File: src/rtl/sseg_scan_capture.sv
// Recovers the digits of a multiplexed 7-segment display from its anode and segment lines
// and publishes them as one frame after a complete in-order 0..3 scan.
module sseg_scan_capture #(
    parameter int unsigned STABLE_CYCLES = 4
) (
    input  logic       clk,
    input  logic       rst,
    input  logic [3:0] an,
    input  logic [6:0] sseg,
    input  logic       dp,
    output logic [6:0] seg0,
    output logic [6:0] seg1,
    output logic [6:0] seg2,
    output logic [6:0] seg3,
    output logic [3:0] val0,
    output logic [3:0] val1,
    output logic [3:0] val2,
    output logic [3:0] val3,
    output logic [3:0] dig_err,
    output logic [3:0] dp_on,
    output logic       frame_valid,
    output logic       seq_err
);

    typedef enum logic [1:0] {EXP0, EXP1, EXP2, EXP3} state_t;

    localparam logic [7:0] STABLE = 8'(STABLE_CYCLES);

    state_t     state, state_next;
    logic [3:0] an_q, an_prev;
    logic [6:0] sseg_q;
    logic       dp_q;
    logic [7:0] run, run_next;
    logic       an_valid, capture;
    logic [1:0] cap_idx;
    logic       store_en, publish, seq_set;
    logic [6:0] sh_seg0, sh_seg1, sh_seg2;
    logic [2:0] sh_dp;

    // Returns {err, value}; unknown patterns decode to value 0 with err set.
    function automatic logic [4:0] decode(input logic [6:0] p);
        logic [4:0] r;
        case (p)
            7'h40:   r = 5'h00;
            7'h79:   r = 5'h01;
            7'h24:   r = 5'h02;
            7'h30:   r = 5'h03;
            7'h19:   r = 5'h04;
            7'h12:   r = 5'h05;
            7'h02:   r = 5'h06;
            7'h78:   r = 5'h07;
            7'h00:   r = 5'h08;
            7'h10:   r = 5'h09;
            7'h08:   r = 5'h0A;
            7'h03:   r = 5'h0B;
            7'h46:   r = 5'h0C;
            7'h21:   r = 5'h0D;
            7'h06:   r = 5'h0E;
            7'h0E:   r = 5'h0F;
            default: r = 5'h10;
        endcase
        return r;
    endfunction

    always_comb begin
        an_valid = 1'b1;
        cap_idx  = 2'd0;
        case (an_q)
            4'b1110: cap_idx = 2'd0;
            4'b1101: cap_idx = 2'd1;
            4'b1011: cap_idx = 2'd2;
            4'b0111: cap_idx = 2'd3;
            default: an_valid = 1'b0;
        endcase
    end

    always_comb begin
        run_next = '0;
        if (an_valid) begin
            if (an_q == an_prev)
                run_next = (run == 8'hFF) ? run : run + 8'd1;
            else
                run_next = 8'd1;
        end
    end

    // The old-run term keeps a saturated count (STABLE_CYCLES=255) from re-capturing.
    assign capture = an_valid && (run_next == STABLE) && (run != STABLE);

    always_ff @(posedge clk or posedge rst) begin
        if (rst) begin
            an_q    <= 4'hF;
            an_prev <= 4'hF;
            sseg_q  <= 7'h7F;
            dp_q    <= 1'b1;
            run     <= '0;
        end else begin
            an_q    <= an;
            an_prev <= an_q;
            sseg_q  <= sseg;
            dp_q    <= dp;
            run     <= run_next;
        end
    end

    always_ff @(posedge clk or posedge rst) begin
        if (rst) state <= EXP0;
        else     state <= state_next;
    end

    always_comb begin
        state_next = state;
        store_en   = 1'b0;
        publish    = 1'b0;
        seq_set    = 1'b0;
        if (capture) begin
            if (cap_idx == 2'(state)) begin
                case (state)
                    EXP0:    begin store_en = 1'b1; state_next = EXP1; end
                    EXP1:    begin store_en = 1'b1; state_next = EXP2; end
                    EXP2:    begin store_en = 1'b1; state_next = EXP3; end
                    default: begin publish  = 1'b1; state_next = EXP0; end
                endcase
            end else begin
                seq_set = 1'b1;
                if (cap_idx == 2'd0) begin
                    store_en   = 1'b1;
                    state_next = EXP1;
                end else begin
                    state_next = EXP0;
                end
            end
        end
    end

    always_ff @(posedge clk or posedge rst) begin
        if (rst) begin
            sh_seg0 <= 7'h7F;
            sh_seg1 <= 7'h7F;
            sh_seg2 <= 7'h7F;
            sh_dp   <= 3'b111;
        end else if (store_en) begin
            case (cap_idx)
                2'd0:    begin sh_seg0 <= sseg_q; sh_dp[0] <= dp_q; end
                2'd1:    begin sh_seg1 <= sseg_q; sh_dp[1] <= dp_q; end
                default: begin sh_seg2 <= sseg_q; sh_dp[2] <= dp_q; end
            endcase
        end
    end

    // Digit 3 goes straight from the input registers so the whole frame lands on one edge.
    always_ff @(posedge clk or posedge rst) begin
        if (rst) begin
            seg0        <= 7'h7F;
            seg1        <= 7'h7F;
            seg2        <= 7'h7F;
            seg3        <= 7'h7F;
            val0        <= '0;
            val1        <= '0;
            val2        <= '0;
            val3        <= '0;
            dig_err     <= '0;
            dp_on       <= '0;
            frame_valid <= 1'b0;
            seq_err     <= 1'b0;
        end else begin
            frame_valid <= publish;
            seq_err     <= seq_set;
            if (publish) begin
                seg0               <= sh_seg0;
                seg1               <= sh_seg1;
                seg2               <= sh_seg2;
                seg3               <= sseg_q;
                {dig_err[0], val0} <= decode(sh_seg0);
                {dig_err[1], val1} <= decode(sh_seg1);
                {dig_err[2], val2} <= decode(sh_seg2);
                {dig_err[3], val3} <= decode(sseg_q);
                dp_on              <= ~{dp_q, sh_dp};
            end
        end
    end

endmodule
File: config.mk
export PLATFORM = sky130hd
export DESIGN_NAME = sseg_scan_capture
export DESIGN_NICKNAME = d
export VERILOG_FILES = /design/src/rtl/sseg_scan_capture.sv
export SDC_FILE = /design/constraint.sdc
export NUM_CORES = 1
export LEC_CHECK = 0
export ABC_AREA = 0
export BUFFER_PORTS_ARGS = -buffer_cell sky130_fd_sc_hd__clkbuf_2
export CAP_MARGIN = 10
export CORE_ASPECT_RATIO = 1.5
export CORE_UTILIZATION = 40
export DETAILED_ROUTE_END_ITERATION = 8
export GPL_TIMING_DRIVEN = 0
export HOLD_SLACK_MARGIN = 0.06
export SKIP_LAST_GASP = 1
export SYNTH_ARGS = -nofsm -noshare
export SYNTH_HDL_FRONTEND = slang
export SYNTH_SLANG_ARGS = --single-unit
File: constraint.sdc
create_clock -name clk -period 4.45 [get_ports clk]
set_clock_uncertainty 0.2 [all_clocks]
set_input_delay 0.445 -clock clk [delete_from_list [all_inputs] [get_ports clk]]
set_output_delay 0.445 -clock clk [all_outputs]
set_load 0.01 [all_outputs]
==> impl_metrics.tcl <==
set metrics [dict create \
    start_util_pct 40.8 \
    dieArea_mm2 0.0148 \
    synth.area.top_cells "dfstp_2 31%, dfrtp_1 16%, mux2_1 7.9%, mux2_2 5.1%, mux2i_1 2.8%" \
    max_stage_delay_ns 0.76 \
    nFillCells 1307 \
    drcViolationCount 2 \
    crit_fanout 10 \
    yosysMostFrequentCell "dfstp_2" \
    clk_pin_slew_ns 0.07 \
    min_from "an_q[2]" \
    grt_max_degree 76 \
    path_cells "ha_1 -> nand4_1 -> a31oi_1 -> o2111ai_2 -> nor4_4 -> buf_6 -> mux2_1" \
    cts_tree "yes" \
    worstSetupEndpointType "register" \
    power_density_mw_per_mm2 270 \
    synth_edf_count 0 \
    drt_iter0_drc 186 \
    die_y_um 148 \
    cts_buffers 9 \
    antenna_found_initial 0 \
    worstSkewPairLatency_ns 0.35 \
    die_w_um 99.6 \
    final_cell_area_mm2 0.00673 \
    cp.required_ns 4.48 \
    leakage_nw 2.80 \
    routed-via-count 4374 \
    post-route-util_pct 48.1 \
    cap_violations 0 \
    dr.pass1.iters 8 \
    core_mm2 0.0140 \
    synth_cells 512 \
    fin_nets 623 \
    vdd_drop_max_mv 0.173 \
    crit_arrival_ns 3.18 \
    slowest_stage "nor4_4" \
    synth_common_cells "68 x dfstp_2, 40 x mux2_1, 36 x dfrtp_1" \
    hold_class "reg -> reg" \
    synth_area_per_cell_um2 11.2 \
    viasPerCell 5.46 \
    place_ws_ns 1.31 \
    yosysTopAreaCellShare_pct 31.3 \
    wl_per_cell_um 16.5 \
    reg2reg_slack_ns 1.31 \
    setup_ws_ns 1.31 \
    root_buffer "clkbuf_16" \
    r2r_cells 7 \
    synth_top_area_cell "dfstp_2" \
    htreeDepth 3 \
    min_period_over_period_pct 70.7 \
    grt_use_total_pct 18.8 \
    ctsLongestPathBuffers 2 \
    grt_pass1_vias 4341 \
    setup_viol 0 \
    critPathKind "reg -> reg" \
    rows 53 \
    fin_crit_ns 3.14 \
    seq_area_frac_synth_pct 47.1 \
    port_buffers 67 \
    min_path_cells 0 \
    io_pins 68 \
    synth_seq_cells 104 \
    yosys.cell_types.count 67 \
    routed_wl_um 13200 \
    grt_pass1_wl_um 22000 \
    violations "design-rule violations" \
    hold_violations 0 \
    finalSetupTns_ns 0 \
    synthesis.area_mm2 0.00571 \
    ys_async_sr_fraction_pct 100 \
    reg2reg_from "run[0]" \
    cts.sinks 104 \
    place_congestion 0.832 \
    hold_end "an_prev[2]" \
    synth.net_count 531 \
    post_cts_buffers 0 \
    max_clock_freq_ghz 0.318 \
    rsz0062_at_grt "no" \
    drtAntennaViolNets 0 \
    slew_headroom_pct 43.9 \
    status "finished with violations" \
    yosys_warnings 0 \
    tightest_slew_ns 0.830 \
    area_growth_pct 17.8 \
    reg2reg_to "dig_err[1]" \
    dp_hpwl_um 9260 \
    overflow 0 \
    cp-start-kind "register" \
    maxSlewViolCount 0 \
    ys.flop_type "dfstp_2" \
    diodes 0 \
    place_area_mm2 0.00632 \
    drive_above_1_share_pct 33.7 \
]
-- cells by family after synthesis --
| logic type | share of synthesized area, % |
|---|---|
| adder cells (fa/ha/maj) | 1.10 |
| flip-flops | 47.1 |
| multiplexers | 15.8 |
| AND/OR/NAND/NOR | 17.1 |
| buffers and inverters | 4.82 |
| XOR/XNOR | 2.15 |
| AO/OA/AOI/OAI | 11.9 |
-- report_power, final --
group,internal [mW],switching (mW),total (mW)
Clock,0.396,0.355,0.750
Sequential,0.962,0.00790,0.970
Combinational,0.0355,0.0620,0.0975
-- per-layer routing --
layer  vias to the layer above  global-route usage, %  routed length (µm)  share of wire, %
met3                        30                   3.20                 474               3.6
met5                         -                      0                   0                 0
li1                       2077                      -                   -                 -
met1                      2149                   23.8                5740                44
met4                         0                   7.28                 352               2.7
met2                       118                   31.8                6620                50
-- worst max-delay path by stage --
stage / start / to / slack (ns)
4_1_cts: run[0] / dig_err[1] / 1.29
3_3_place_gp: rst / val2[0] / 0.04
2_1_floorplan: rst / dig_err[0] / 1.19
6_report: run[0] / dig_err[1] / 1.31
5_1_grt: run[0] / val3[1] / 1.15
3_5_place_dp: run[0] / dig_err[1] / 1.31
-- metrics by stage --
stage	instances	hold slack, ns	power, mW
finish	801	0.163	1.82
global route	801	0.171	1.89
CTS	801	0.165	1.84
detailed placement	772	0.155	1.08
global placement	771	0.154	1.07
floorplan	512	0.152	1.04
-- state kept, by name (all words and copies together) (netlist names), 2 cells and up --
signal	flops
run	8
seg0	7
seg1	7
seg2	7
seg3	7
sh_seg0	7
sh_seg1	7
sh_seg2	7
sseg_q	7
an_prev	4
an_q	4
dig_err	4
dp_on	4
val0	4
val1	4
val2	4
val3	4
sh_dp	3
state	2
-- worst max-delay path, delay by kind of cell, from the launching register on --
kind	cells	cell delay, ns
and+or+nand+nor	2	0.94
adders and majority gates	1	0.30
AOI/OAI and AO/OA	2	0.55
DFF	1	0.43
muxes	1	0.34
buffers and inverters	1	0.27
-- repair_timing --
action | in CTS | in global routing
gates resized for setup | 0 | 0
endpoints found under the hold margin | 27 | 0
hold buffers | 13 | 0
-- placed cells by master (no fill, tap or decap), types with 7 or more instances in the layout --
| cell | netlist | final |
|---|---|---|
| xor2_1 | 7 | 7 |
| a211oi_1 | 9 | 9 |
| xnor2_1 | 7 | 7 |
| clkbuf_2 | 0 | 67 |
| nor2_1 | 34 | 34 |
| nand4_1 | 9 | 9 |
| mux2_2 | 26 | 26 |
| nand2_1 | 18 | 18 |
| o21ai_0 | 13 | 13 |
| clkbuf_1 | 31 | 31 |
| dfrtp_1 | 36 | 36 |
| nor3_1 | 11 | 11 |
| inv_1 | 18 | 17 |
| dfstp_2 | 68 | 68 |
| mux2_1 | 40 | 40 |
| a21oi_1 | 18 | 18 |
| nand2b_1 | 9 | 9 |
| mux2i_1 | 16 | 16 |
| dlygate4sd3_1 | 0 | 13 |
| nand3_1 | 10 | 10 |
| clkbuf_16 | 0 | 9 |
-- cell type report --
cell class	instances	area, µm²	share of cell area (%)
tap	192	240	3.57
clock inverter	6	42.5	0.632
timing repair buffer	81	493	7.33
multi-input combinational	348	2750	40.8
sequential	104	2690	39.9
clock buffer	10	239	3.55
inverter	18	70.1	1.04
buffer	42	208	3.09
(Power assumes the default switching activity.)
